$ cat src/rtl/key_pkg.sv
// Shared constants and state encoding for the key press classifier.
// Latency: n/a (package only).
// Backpressure: n/a (package only).
package key_pkg;

    // Counter widths: debounce window and hold/repeat timers
    localparam int DEB_W = 20;
    localparam int CNT_W = 26;

    // Default terminal counts for a 50 MHz clock
    localparam logic [DEB_W-1:0] T_DEB_DEF  = 20'd499_999;     // 10 ms
    localparam logic [CNT_W-1:0] T_LONG_DEF = 26'd49_999_999;  // 1 s
    localparam logic [CNT_W-1:0] T_REP_DEF  = 26'd9_999_999;   // 200 ms

    typedef enum logic [1:0] {
        IDLE     = 2'd0,
        DEB_DOWN = 2'd1,
        HELD     = 2'd2,
        DEB_UP   = 2'd3
    } key_state_e;

endpackage

$ cat src/rtl/key_press_ctrl_if.sv
// Bundle of edge-detector inputs, raw key level and classified event outputs.
// Latency: n/a (wiring only).
// Backpressure: none; all signals are single-cycle pulses or levels.
interface key_press_ctrl_if;

    logic H2L_Sig;     // falling-edge pulse from the edge detector
    logic L2H_Sig;     // rising-edge pulse from the edge detector
    logic Pin_In;      // raw, asynchronous key level (pressed = 0)
    logic Short_Sig;   // short press confirmed
    logic Long_Sig;    // hold reached the long threshold
    logic Repeat_Sig;  // auto-repeat tick after a long press
    logic Busy;        // classifier is not idle

    // master drives the key side and consumes events
    modport master (
        output H2L_Sig, L2H_Sig, Pin_In,
        input  Short_Sig, Long_Sig, Repeat_Sig, Busy
    );

    // slave is the classifier itself
    modport slave (
        input  H2L_Sig, L2H_Sig, Pin_In,
        output Short_Sig, Long_Sig, Repeat_Sig, Busy
    );

endinterface

$ cat src/rtl/key_press_ctrl_sync_2ff.sv
// Two-flop synchroniser for one asynchronous bit, reset value selectable.
// Latency: 2 cycles from d_i to q_o.
// Backpressure: none.
module sync_2ff #(
    parameter logic RST_VAL = 1'b1
) (
    input  logic clk_i,
    input  logic rst_i,
    input  logic d_i,
    output logic q_o
);

    logic meta_q;
    logic sync_q;

    // Shift the asynchronous input through two flops
    always_ff @(posedge clk_i or posedge rst_i) begin
        if (rst_i) begin
            meta_q <= RST_VAL;
            sync_q <= RST_VAL;
        end else begin
            meta_q <= d_i;
            sync_q <= meta_q;
        end
    end

    assign q_o = sync_q;

endmodule

$ cat src/rtl/key_press_ctrl.sv
// Key press classifier: debounces press/release, emits short/long/repeat pulses.
// Latency: events registered one cycle after the deciding counter compare.
// Backpressure: none; outputs are fire-and-forget one-cycle pulses.
module key_press_ctrl
    import key_pkg::*;
#(
    parameter logic [DEB_W-1:0] T_DEB  = T_DEB_DEF,
    parameter logic [CNT_W-1:0] T_LONG = T_LONG_DEF,
    parameter logic [CNT_W-1:0] T_REP  = T_REP_DEF
) (
    input  logic             CLK,
    input  logic             RST,
    key_press_ctrl_if.slave  kif
);

    key_state_e        state_q, state_d;
    logic [DEB_W-1:0]  deb_cnt_q, deb_cnt_d;
    logic [CNT_W-1:0]  hold_cnt_q, hold_cnt_d;
    logic [CNT_W-1:0]  rep_cnt_q, rep_cnt_d;
    logic              long_flag_q, long_flag_d;
    logic              short_q, short_d;
    logic              long_q, long_d;
    logic              rep_q, rep_d;
    logic              busy_q, busy_d;

    logic              pin_s;
    logic              deb_done;
    logic              release_ok;
    logic              timing_on;

    // Key idles high, so the synchroniser resets to "released"
    sync_2ff #(.RST_VAL(1'b1)) u_pin_sync (
        .clk_i (CLK),
        .rst_i (RST),
        .d_i   (kif.Pin_In),
        .q_o   (pin_s)
    );

    assign deb_done   = (deb_cnt_q == T_DEB);
    // A confirmed release outranks a long threshold landing on the same cycle
    assign release_ok = (state_q == DEB_UP) && deb_done && pin_s;
    // Hold and repeat timers keep running through release debounce
    assign timing_on  = (state_q == HELD) || (state_q == DEB_UP);

    // Next-state, counter and event logic
    always_comb begin
        state_d     = state_q;
        deb_cnt_d   = deb_cnt_q;
        hold_cnt_d  = hold_cnt_q;
        rep_cnt_d   = rep_cnt_q;
        long_flag_d = long_flag_q;
        short_d     = 1'b0;
        long_d      = 1'b0;
        rep_d       = 1'b0;

        if (timing_on) begin
            if (hold_cnt_q < T_LONG) begin
                hold_cnt_d = hold_cnt_q + CNT_W'(1);
            end
            if ((hold_cnt_q == T_LONG) && !long_flag_q && !release_ok) begin
                long_d      = 1'b1;
                long_flag_d = 1'b1;
                rep_cnt_d   = '0;
            end else if (long_flag_q) begin
                if (rep_cnt_q == T_REP) begin
                    rep_d     = 1'b1;
                    rep_cnt_d = '0;
                end else begin
                    rep_cnt_d = rep_cnt_q + CNT_W'(1);
                end
            end
        end

        case (state_q)
            IDLE: begin
                if (kif.H2L_Sig) begin
                    state_d   = DEB_DOWN;
                    deb_cnt_d = '0;
                end
            end
            DEB_DOWN: begin
                deb_cnt_d = deb_cnt_q + DEB_W'(1);
                if (deb_done) begin
                    deb_cnt_d = '0;
                    if (!pin_s) begin
                        state_d     = HELD;
                        hold_cnt_d  = '0;
                        rep_cnt_d   = '0;
                        long_flag_d = 1'b0;
                    end else begin
                        // level bounced back: a glitch, drop it silently
                        state_d = IDLE;
                    end
                end
            end
            HELD: begin
                if (kif.L2H_Sig) begin
                    state_d   = DEB_UP;
                    deb_cnt_d = '0;
                end
            end
            DEB_UP: begin
                deb_cnt_d = deb_cnt_q + DEB_W'(1);
                if (deb_done) begin
                    deb_cnt_d = '0;
                    if (pin_s) begin
                        short_d     = !long_flag_q;
                        long_flag_d = 1'b0;
                        state_d     = IDLE;
                    end else begin
                        // release bounce: resume the hold without restarting timers
                        state_d = HELD;
                    end
                end
            end
            default: state_d = IDLE;
        endcase

        busy_d = (state_d != IDLE);
    end

    // State, counters and registered event outputs
    always_ff @(posedge CLK or posedge RST) begin
        if (RST) begin
            state_q     <= IDLE;
            deb_cnt_q   <= '0;
            hold_cnt_q  <= '0;
            rep_cnt_q   <= '0;
            long_flag_q <= 1'b0;
            short_q     <= 1'b0;
            long_q      <= 1'b0;
            rep_q       <= 1'b0;
            busy_q      <= 1'b0;
        end else begin
            state_q     <= state_d;
            deb_cnt_q   <= deb_cnt_d;
            hold_cnt_q  <= hold_cnt_d;
            rep_cnt_q   <= rep_cnt_d;
            long_flag_q <= long_flag_d;
            short_q     <= short_d;
            long_q      <= long_d;
            rep_q       <= rep_d;
            busy_q      <= busy_d;
        end
    end

    assign kif.Short_Sig  = short_q;
    assign kif.Long_Sig   = long_q;
    assign kif.Repeat_Sig = rep_q;
    assign kif.Busy       = busy_q;

endmodule

$ cat src/flat_wrapper.sv
// flat-port wrapper written by rule: the top's interface ports become plain ports
module key_press_ctrl_flat import key_pkg::*;
#(
    parameter logic [DEB_W-1:0] T_DEB  = T_DEB_DEF,
    parameter logic [CNT_W-1:0] T_LONG = T_LONG_DEF,
    parameter logic [CNT_W-1:0] T_REP  = T_REP_DEF
)
  (CLK, RST, kif_H2L_Sig, kif_L2H_Sig, kif_Pin_In, kif_Short_Sig, kif_Long_Sig, kif_Repeat_Sig, kif_Busy);
  key_press_ctrl_if kif_i ();
  input  logic CLK;
  input  logic RST;
  input wire logic [$bits(kif_i.H2L_Sig)-1:0] kif_H2L_Sig;
  input wire logic [$bits(kif_i.L2H_Sig)-1:0] kif_L2H_Sig;
  input wire logic [$bits(kif_i.Pin_In)-1:0] kif_Pin_In;
  output wire logic [$bits(kif_i.Short_Sig)-1:0] kif_Short_Sig;
  output wire logic [$bits(kif_i.Long_Sig)-1:0] kif_Long_Sig;
  output wire logic [$bits(kif_i.Repeat_Sig)-1:0] kif_Repeat_Sig;
  output wire logic [$bits(kif_i.Busy)-1:0] kif_Busy;
  assign kif_i.H2L_Sig = kif_H2L_Sig;
  assign kif_i.L2H_Sig = kif_L2H_Sig;
  assign kif_i.Pin_In = kif_Pin_In;
  assign kif_Short_Sig = kif_i.Short_Sig;
  assign kif_Long_Sig = kif_i.Long_Sig;
  assign kif_Repeat_Sig = kif_i.Repeat_Sig;
  assign kif_Busy = kif_i.Busy;
  key_press_ctrl #(.T_DEB(T_DEB), .T_LONG(T_LONG), .T_REP(T_REP)) u_core (.CLK(CLK), .RST(RST), .kif(kif_i));
endmodule
$ cat config.mk
export PLATFORM = sky130hd
export DESIGN_NAME = key_press_ctrl_flat
export DESIGN_NICKNAME = d
export VERILOG_FILES = /design/src/rtl/key_pkg.sv /design/src/rtl/key_press_ctrl_if.sv /design/src/rtl/key_press_ctrl_sync_2ff.sv /design/src/rtl/key_press_ctrl.sv /design/src/flat_wrapper.sv
export SDC_FILE = /design/constraint.sdc
export NUM_CORES = 1
export LEC_CHECK = 0
export CAP_MARGIN = 15
export CORE_ASPECT_RATIO = 1.2
export CORE_MARGIN = 5
export CORE_UTILIZATION = 50
export CTS_CLUSTER_SIZE = 16
export DETAILED_ROUTE_END_ITERATION = 8
export DONT_BUFFER_PORTS = 1
export PLACE_DENSITY = 0.75
export SETUP_SLACK_MARGIN = 0.02
export SLEW_MARGIN = 20
export SYNTH_ARGS = -nofsm -noshare
export SYNTH_HDL_FRONTEND = slang
export SYNTH_HIERARCHICAL = 1
export SYNTH_SLANG_ARGS = --single-unit
export TNS_END_PERCENT = 30
$ cat constraint.sdc
create_clock -name CLK -period 2.9 [get_ports CLK]
set_input_delay 0.29 -clock CLK [delete_from_list [all_inputs] [get_ports CLK]]
set_output_delay 0.29 -clock CLK [all_outputs]
set_load 0.005 [all_outputs]
==> impl_results.md, run 1 <==
- Internal: roughly 1.6 mW
- Clock Tree Buf Depth: 2
- Required @ worst endpoint: between 3000 and 4000 ps
- RSZ-0062 raised after global routing: no
- Synth Area in XOR/XNOR: 0.04395
- VDD IR-drop max: 0.0001864 V
- Critical Path AT: approximately 2900 ps
- Post-Layout Inst Area: ~4700 um^2
- #FFs+latches synth: slightly above 80
- Via count: roughly 3.7k
- Final setup violation count: 0
- Remaining Overflow, GRT: 0
- Post-Synth Adder-Cell Area: 0.008562
- DP Worst Slack: about 470 ps
- H-tree depth: 3
- FF-to-FF setup slack: 280 ps
- Die area: roughly 11000 um^2
- Count leader, synth: dfrtp_1
- Hold crit path type: in -> reg
- GPL Wtd Cong: 0.9037
- Switch Pwr: roughly 0.53 mW
- FILL cells: between 700 and 800
- Clk pwr share: 0.365
- Post-Layout Cell Count: 610
- Crit Path Max Fanout: 23
- CP Class: reg -> reg
- Final clock skew: ~16 ps
- Root Buffer: clkbuf_8
- Total GRT Usage: 0.1929
- Pwr Total: roughly 2.2 mW
- Site row count: 37
- Initial drt markers: roughly 250
- Synth async-reset ratio: 1.000
- Routed wire length: 9528 um
- Avg Inst Size Synth: 9.040 um^2
- Clk slew on worst S/H paths: 80 ps
- Fraction of layout instances using a drive strength above 1: 0.08722
- Crit share post-route: 0.9040
- Drt pass-1 iters: 6
- Synth Area in Simple Gates: 0.2902
- Synth Cell Area: between 4000 and 5000 um^2
- Main flop type after synthesis: dfrtp_1
- Post-Route Utilization: 0.5538
- Dominant cells by area after synthesis: dfrtp_1, nor2_1, nand2_1
- Starting Density: 0.5119
- Number of synthesized flops with an enable pin: 0
- Die X: 95.48 um
- Synth Instances: 485
- Largest family of logic cells by synthesized area: simple AND/OR/NAND/NOR gates
- Dpl cells: 594
- Comb pwr share: 0.060
- YS warnings: 6
- Die Y-Extent: between 100 and 150 um
- DP Area: between 4000 and 5000 um^2
- Post-route setup slack: 278.4 ps
- Area delta synth->final: 8.191%
- Hold Slack: between 300 and 400 ps
- Critical path startpoint category: register
- Antenna violations before repair: 0
- Largest net degree at the start of global routing: 40
- Normalized max-slew margin: 0.5338
- Most frequent cells after synthesis: dfrtp_1, nor2_1, nand2_1, nand3_1, o21ai_0
- Placeable Area: approximately 8600 um^2
- Seq pwr share: 0.575
- Fin. max-slew vios: 0
- CTS Buf Count: 9
- Max_cap viols: 0
- Pwr Density: around 460 nW/um^2
- Crit. End Element: register
- Antenna diodes: 0
- Global-route wire length before repair: 16570 um
- Number of nets in the layout: 498
- Tightest Pin Transition: ~700 ps
- Post-route setup TNS: 0 ps
- Synth unique cells: 57
- Antenna-violating nets left: 0
- Via-to-Cell Ratio: ~6
- # IOs: 9
- CTS sink count: between 80 and 90
- Final hold viol count: 0
- Post-synthesis compound-gate area fraction: 0.1470
- CTS tree: done
- Largest area contributor in the netlist: dfrtp_1
- FMAX: roughly 380 MHz
- DP HPWL: just under 7000 um
- Wire per inst: approximately 16 um
- Post-cts hold buffer count: 2
- Switching share of power: 0.2421
- Leakage power: a little under 2 nW
- DRC Markers: 0
- Vias in the first global route: between 3k and 4k
- Post-CTS Setup Bufs: 0
- Top cell type's share of synthesized area: 0.4509
- Post-synthesis mux area share: 0.01398
- Minimum clock period: about 2600 ps
- Status: complete, no violations
- Worst-Skew Late Latency: between 300 and 400 ps
- Mapped Nets: a little under 500
- Cells resized by post-CTS repair: 0
- # port buffers: 0
- Sequential share of the synthesized area: 0.4629
## power by group through the flow
stage	combinational (mW)	sequential (mW)	clock, mW
6_report	0.130	1.25	0.793
5_1_grt	0.153	1.26	0.867
4_1_cts	0.132	1.25	0.825
3_5_place_dp	0.128	1.27	0
3_3_place_gp	0.118	1.26	0
2_1_floorplan	0.0995	1.25	0
## flip-flops by register name, summed over array words and instances (netlist names)
| register | flops |
|---|---|
| u_core/state_q | 2 |
| u_core/kif.Short_Sig | 1 |
| u_core/long_flag_q | 1 |
| u_core/kif.Repeat_Sig | 1 |
| u_core/u_pin_sync/q_o | 1 |
| u_core/rep_cnt_q | 26 |
| u_core/u_pin_sync/meta_q | 1 |
| u_core/hold_cnt_q | 26 |
| u_core/deb_cnt_q | 20 |
| u_core/kif.Long_Sig | 1 |
| u_core/kif.Busy | 1 |
## critical path: stages (launching register included)
cell      delay (ps)
dfrtp_1          420
ha_1             290
nand4_1          270
nor2_1           260
a211oi_2         160
nor2_1           500
buf_12           230
a41oi_1          150
a31oi_1          230
## cells in the final DEF, fill, tap and decap left out, drive strengths merged, types with 4 or more instances in the layout
| cell | n |
|---|---|
| buf | 9 |
| xnor2 | 4 |
| and3 | 10 |
| nor4b | 5 |
| o31ai | 5 |
| inv | 17 |
| o21ai | 32 |
| a31oi | 17 |
| nand3 | 33 |
| dfrtp | 79 |
| nor3 | 15 |
| and4 | 8 |
| a21oi | 26 |
| or2 | 5 |
| mux2i | 5 |
| clkbuf | 11 |
| xor2 | 18 |
| or3 | 13 |
| nor2b | 4 |
| nand2 | 45 |
| nor4 | 8 |
| nand4 | 20 |
| nor2 | 46 |
| and2 | 9 |
## area by class of cell
class                      count  area [um^2]  area share
timing repair buffer          11        100.1     0.02110
tap                          117        146.4     0.03086
sequential                    81         2029      0.4279
multi-input combinational    369         2215      0.4669
inverter                      18        68.82     0.01451
clock inverter                 3        42.54    0.008969
clock buffer                  11        141.4     0.02981
## kinds of logic (layout without fill, tap and decap cells)
| family | after synthesis | in the layout |
|---|---|---|
| multiplexers | 6 | 6 |
| buffers and inverters | 35 | 43 |
| flip-flops | 81 | 81 |
| XOR/XNOR | 22 | 22 |
| adder cells (fa/ha/maj) | 3 | 3 |
| AO/OA/AOI/OAI | 104 | 104 |
| AND/OR/NAND/NOR | 234 | 234 |
## path summary, 6_finish.rpt
check	start	end	cells past startpoint
hold / removal	kif_H2L_Sig	u_core/deb_cnt_q[6]	3
setup / recovery	u_core/deb_cnt_q[0]	u_core/rep_cnt_q[19]	8
max in group asynchronous	RST	u_core/rep_cnt_q[20]	3
min in group asynchronous	RST	u_core/u_pin_sync/meta_q	2
hold reg to reg	u_core/u_pin_sync/meta_q	u_core/u_pin_sync/q_o	0
setup reg to reg	u_core/deb_cnt_q[0]	u_core/rep_cnt_q[19]	8
## layer usage
layer | track usage | share of wire | wire (um) | vias to the layer above
met5 | 0 | 0 | 0 | -
met4 | 0.07780 | 0.026 | 250 | 0
met3 | 0.04960 | 0.048 | 456 | 24
met2 | 0.3115 | 0.48 | 4565 | 94
met1 | 0.2448 | 0.45 | 4255 | 1773
li1 | - | - | - | 1785
(Power assumes the default switching activity.)
==> run 2, diff against run 1 <==
ABC_AREA = 1   (was not set)
clock period = 3.35 ns   (was 2.9 ns; I/O delays follow)
==> run 2 against run 1 <==
  * Worst setup slack gained 830 ps
  * Highest routed layer unchanged
  * Critical path type unchanged
  * Clock power grew 26%
  * Design area is 20% higher
  * Largest cell class unchanged
==> impl_results.md, run 2 <==
- Status: complete, no violations
- FF-to-FF setup slack: approximately 1100 ps
- # port buffers: 0
- CTS Buf Count: 9
- Number of synthesized flops with an enable pin: 0
- Required @ worst endpoint: 3570 ps
- RSZ-0062 raised after global routing: no
- Pwr Density: 397.1 nW/um^2
- Most frequent cells after synthesis: nand2_1, nor2_1, inv_1, dfrtp_1, nand3_1
- Commonest non-fill, non-tap cells in the layout: nand2_1, nor2_1, inv_1
- Synth unique cells: 33
- Cells resized by post-CTS repair: 0
- Post-CTS Setup Bufs: 0
- Wire per inst: 13.89 um
- Critical path startpoint category: register
- Initial drt markers: between 300 and 400
- Die X: approximately 100 um
- Crit Path Max Fanout: 13
- Largest net degree at the start of global routing: 42
- Placeable Area: about 10000 um^2
- Hold Crit Start: kif_H2L_Sig
- Crit. End Element: register
- Tightest Pin Transition: roughly 740 ps
- Die area: around 13000 um^2
- Largest registers: u_core/hold_cnt_q x26, u_core/rep_cnt_q x26, u_core/deb_cnt_q x20
- Post-route setup TNS: 0 ps
- Crit share post-route: 0.6682
- Post-cts hold buffer count: 2
- #FFs+latches synth: 81
- Site row count: ~40
- VDD IR-drop max: 0.0002936 V
- Main flop type after synthesis: dfrtp_1
- Reg-to-Reg End: u_core/deb_cnt_q[14]
- CTS tree: done
- Clk slew on worst S/H paths: about 60 ps
- Drt pass-1 iters: 4
- GPL Wtd Cong: about 1
- Vias in the first global route: roughly 4.6k
- CTS sink count: 81
- Dominant cells by area after synthesis: dfrtp_1, nand2_1, nor2_1
- Routed wire length: between 10000 and 15000 um
- Synth Instances: just under 800
- Sequential share of the synthesized area: 0.3833
- Hold crit path type: in -> reg
- Antenna violations before repair: 0
- Max_cap viols: 0
- Via-to-Cell Ratio: around 5.4
- Starting Density: 0.5060
- Comb pwr share: 0.075
- Final clock skew: 4.631 ps
- FF-to-FF path depth: 11
- H-tree depth: 3
- Count leader, synth: nand2_1
- Reg2reg start: u_core/deb_cnt_q[0]
- Hold path depth: 4
- Leakage power: approximately 2.6 nW
- Antenna-violating nets left: 0
- Critical Path AT: 2460 ps
- DRC Markers: 0
- FMAX: ~450 MHz
- Clock Tree Buf Depth: 2
- Largest area contributor in the netlist: dfrtp_1
- Avg Inst Size Synth: approximately 6.8 um^2
- Die Y-Extent: 122.7 um
- Normalized max-slew margin: 0.5048
- Area delta synth->final: 7.467%
- DP HPWL: 9036 um
- Post-route setup slack: roughly 1100 ps
- Clk pwr share: 0.442
- Minimum clock period: about 2200 ps
- Final setup violation count: 0
- Worst-Skew Late Latency: around 340 ps
- Switching share of power: 0.2498
- Switch Pwr: 0.5645 mW
- Mapped Nets: between 700 and 800
- DP Worst Slack: 1158 ps
- Number of nets in the layout: 785
- Global-route wire length before repair: approximately 22000 um
- Fraction of layout instances using a drive strength above 1: 0.06905
- Synth async-reset ratio: 1.000
- Seq pwr share: 0.484
- Total GRT Usage: 0.2055
- Root Buffer: clkbuf_16
- Internal: around 1.7 mW
- Synth Cell Area: 5295 um^2
- Final hold viol count: 0
- Top cell type's share of synthesized area: 0.3733
- Antenna diodes: 0
- YS warnings: 6
- Fin. max-slew vios: 0
- Most common cell after layout, fill and taps aside: nand2_1
- Via count: just under 5k
- CP Class: reg -> reg
- Worst Hold Path EP: u_core/state_q[0]
- Remaining Overflow, GRT: 0
- # IOs: 9
run 2: worst max path at each step:
stage	to	cells past startpoint	slack [ps]	start
6_report	u_core/deb_cnt_q[14]	11	1110	u_core/deb_cnt_q[0]
4_1_cts	u_core/deb_cnt_q[14]	11	1100	u_core/deb_cnt_q[0]
5_1_grt	u_core/deb_cnt_q[14]	11	980	u_core/deb_cnt_q[0]
2_1_floorplan	u_core/deb_cnt_q[0]	1	990	RST
3_3_place_gp	u_core/deb_cnt_q[14]	11	1220	u_core/deb_cnt_q[1]
3_5_place_dp	u_core/deb_cnt_q[14]	11	1160	u_core/deb_cnt_q[0]
run 2: power by group through the flow:
| stage | sequential [mW] | combinational, mW | clock, mW |
|---|---|---|---|
| after detailed placement | 1.11 | 0.166 | 0 |
| after CTS | 1.09 | 0.171 | 1.02 |
| after floorplan | 1.09 | 0.133 | 0 |
| after global placement | 1.11 | 0.164 | 0 |
| final | 1.09 | 0.169 | 0.998 |
| after global routing | 1.10 | 0.196 | 1.07 |
run 2: routing by layer:
layer | part of all wire | wire length (um) | GRT usage | vias up
met4 | 0.017 | 211 | 0.07206 | 0
li1 | - | - | - | 2492
met5 | 0 | 0 | 0 | -
met2 | 0.49 | 6214 | 0.3477 | 105
met3 | 0.040 | 512 | 0.03682 | 18
met1 | 0.45 | 5712 | 0.2659 | 2303
run 2: cell families (layout without fill, tap and decap cells):
| kind of cell | Yosys count | after routing | share of synthesized area |
|---|---|---|---|
| and+or+nand+nor | 485 | 485 | 0.4128 |
| AOI/OAI and AO/OA | 65 | 65 | 0.06593 |
| xor gates and xnor gates | 19 | 19 | 0.03143 |
| adders and majority gates | 3 | 3 | 0.007090 |
| DFF | 81 | 81 | 0.3833 |
| buffers and inverters | 125 | 129 | 0.09948 |
run 2: critical path, cell delays in order (launching register included):
cell and delay [ps]:
dfrtp_1 370, ha_1 290, nand2_2 110, nor2_4 110, nand3_2 90, nor2_4 170
nand2_2 100, nand2_1 130, nand2_1 120, inv_1 360, nor2_1 130, o21a_1 140
run 2: stage by stage:
step | total power, mW | utilization | area, um^2 | hold slack, ps | std cells
2_1_floorplan | 1.227 | - | 5295 | 246.5 | 778
5_1_grt | 2.372 | 0.5438 | 5690 | 296.3 | 911
6_report | 2.260 | 0.5438 | 5690 | 245.3 | 911
3_5_place_dp | 1.275 | 0.5132 | 5370 | 262.2 | 893
4_1_cts | 2.283 | 0.5438 | 5690 | 234.7 | 911
3_3_place_gp | 1.272 | 0.5132 | 5370 | 255.8 | 893
run 2: cell type report:
cell class | count | area, um^2
tap | 129 | 161.4
inverter | 105 | 395.4
clock inverter | 3 | 40.04
fill | 1039 | 4775
timing repair buffer | 8 | 65.06
clock buffer | 13 | 260.3
sequential | 81 | 2029
multi-input combinational | 572 | 2739
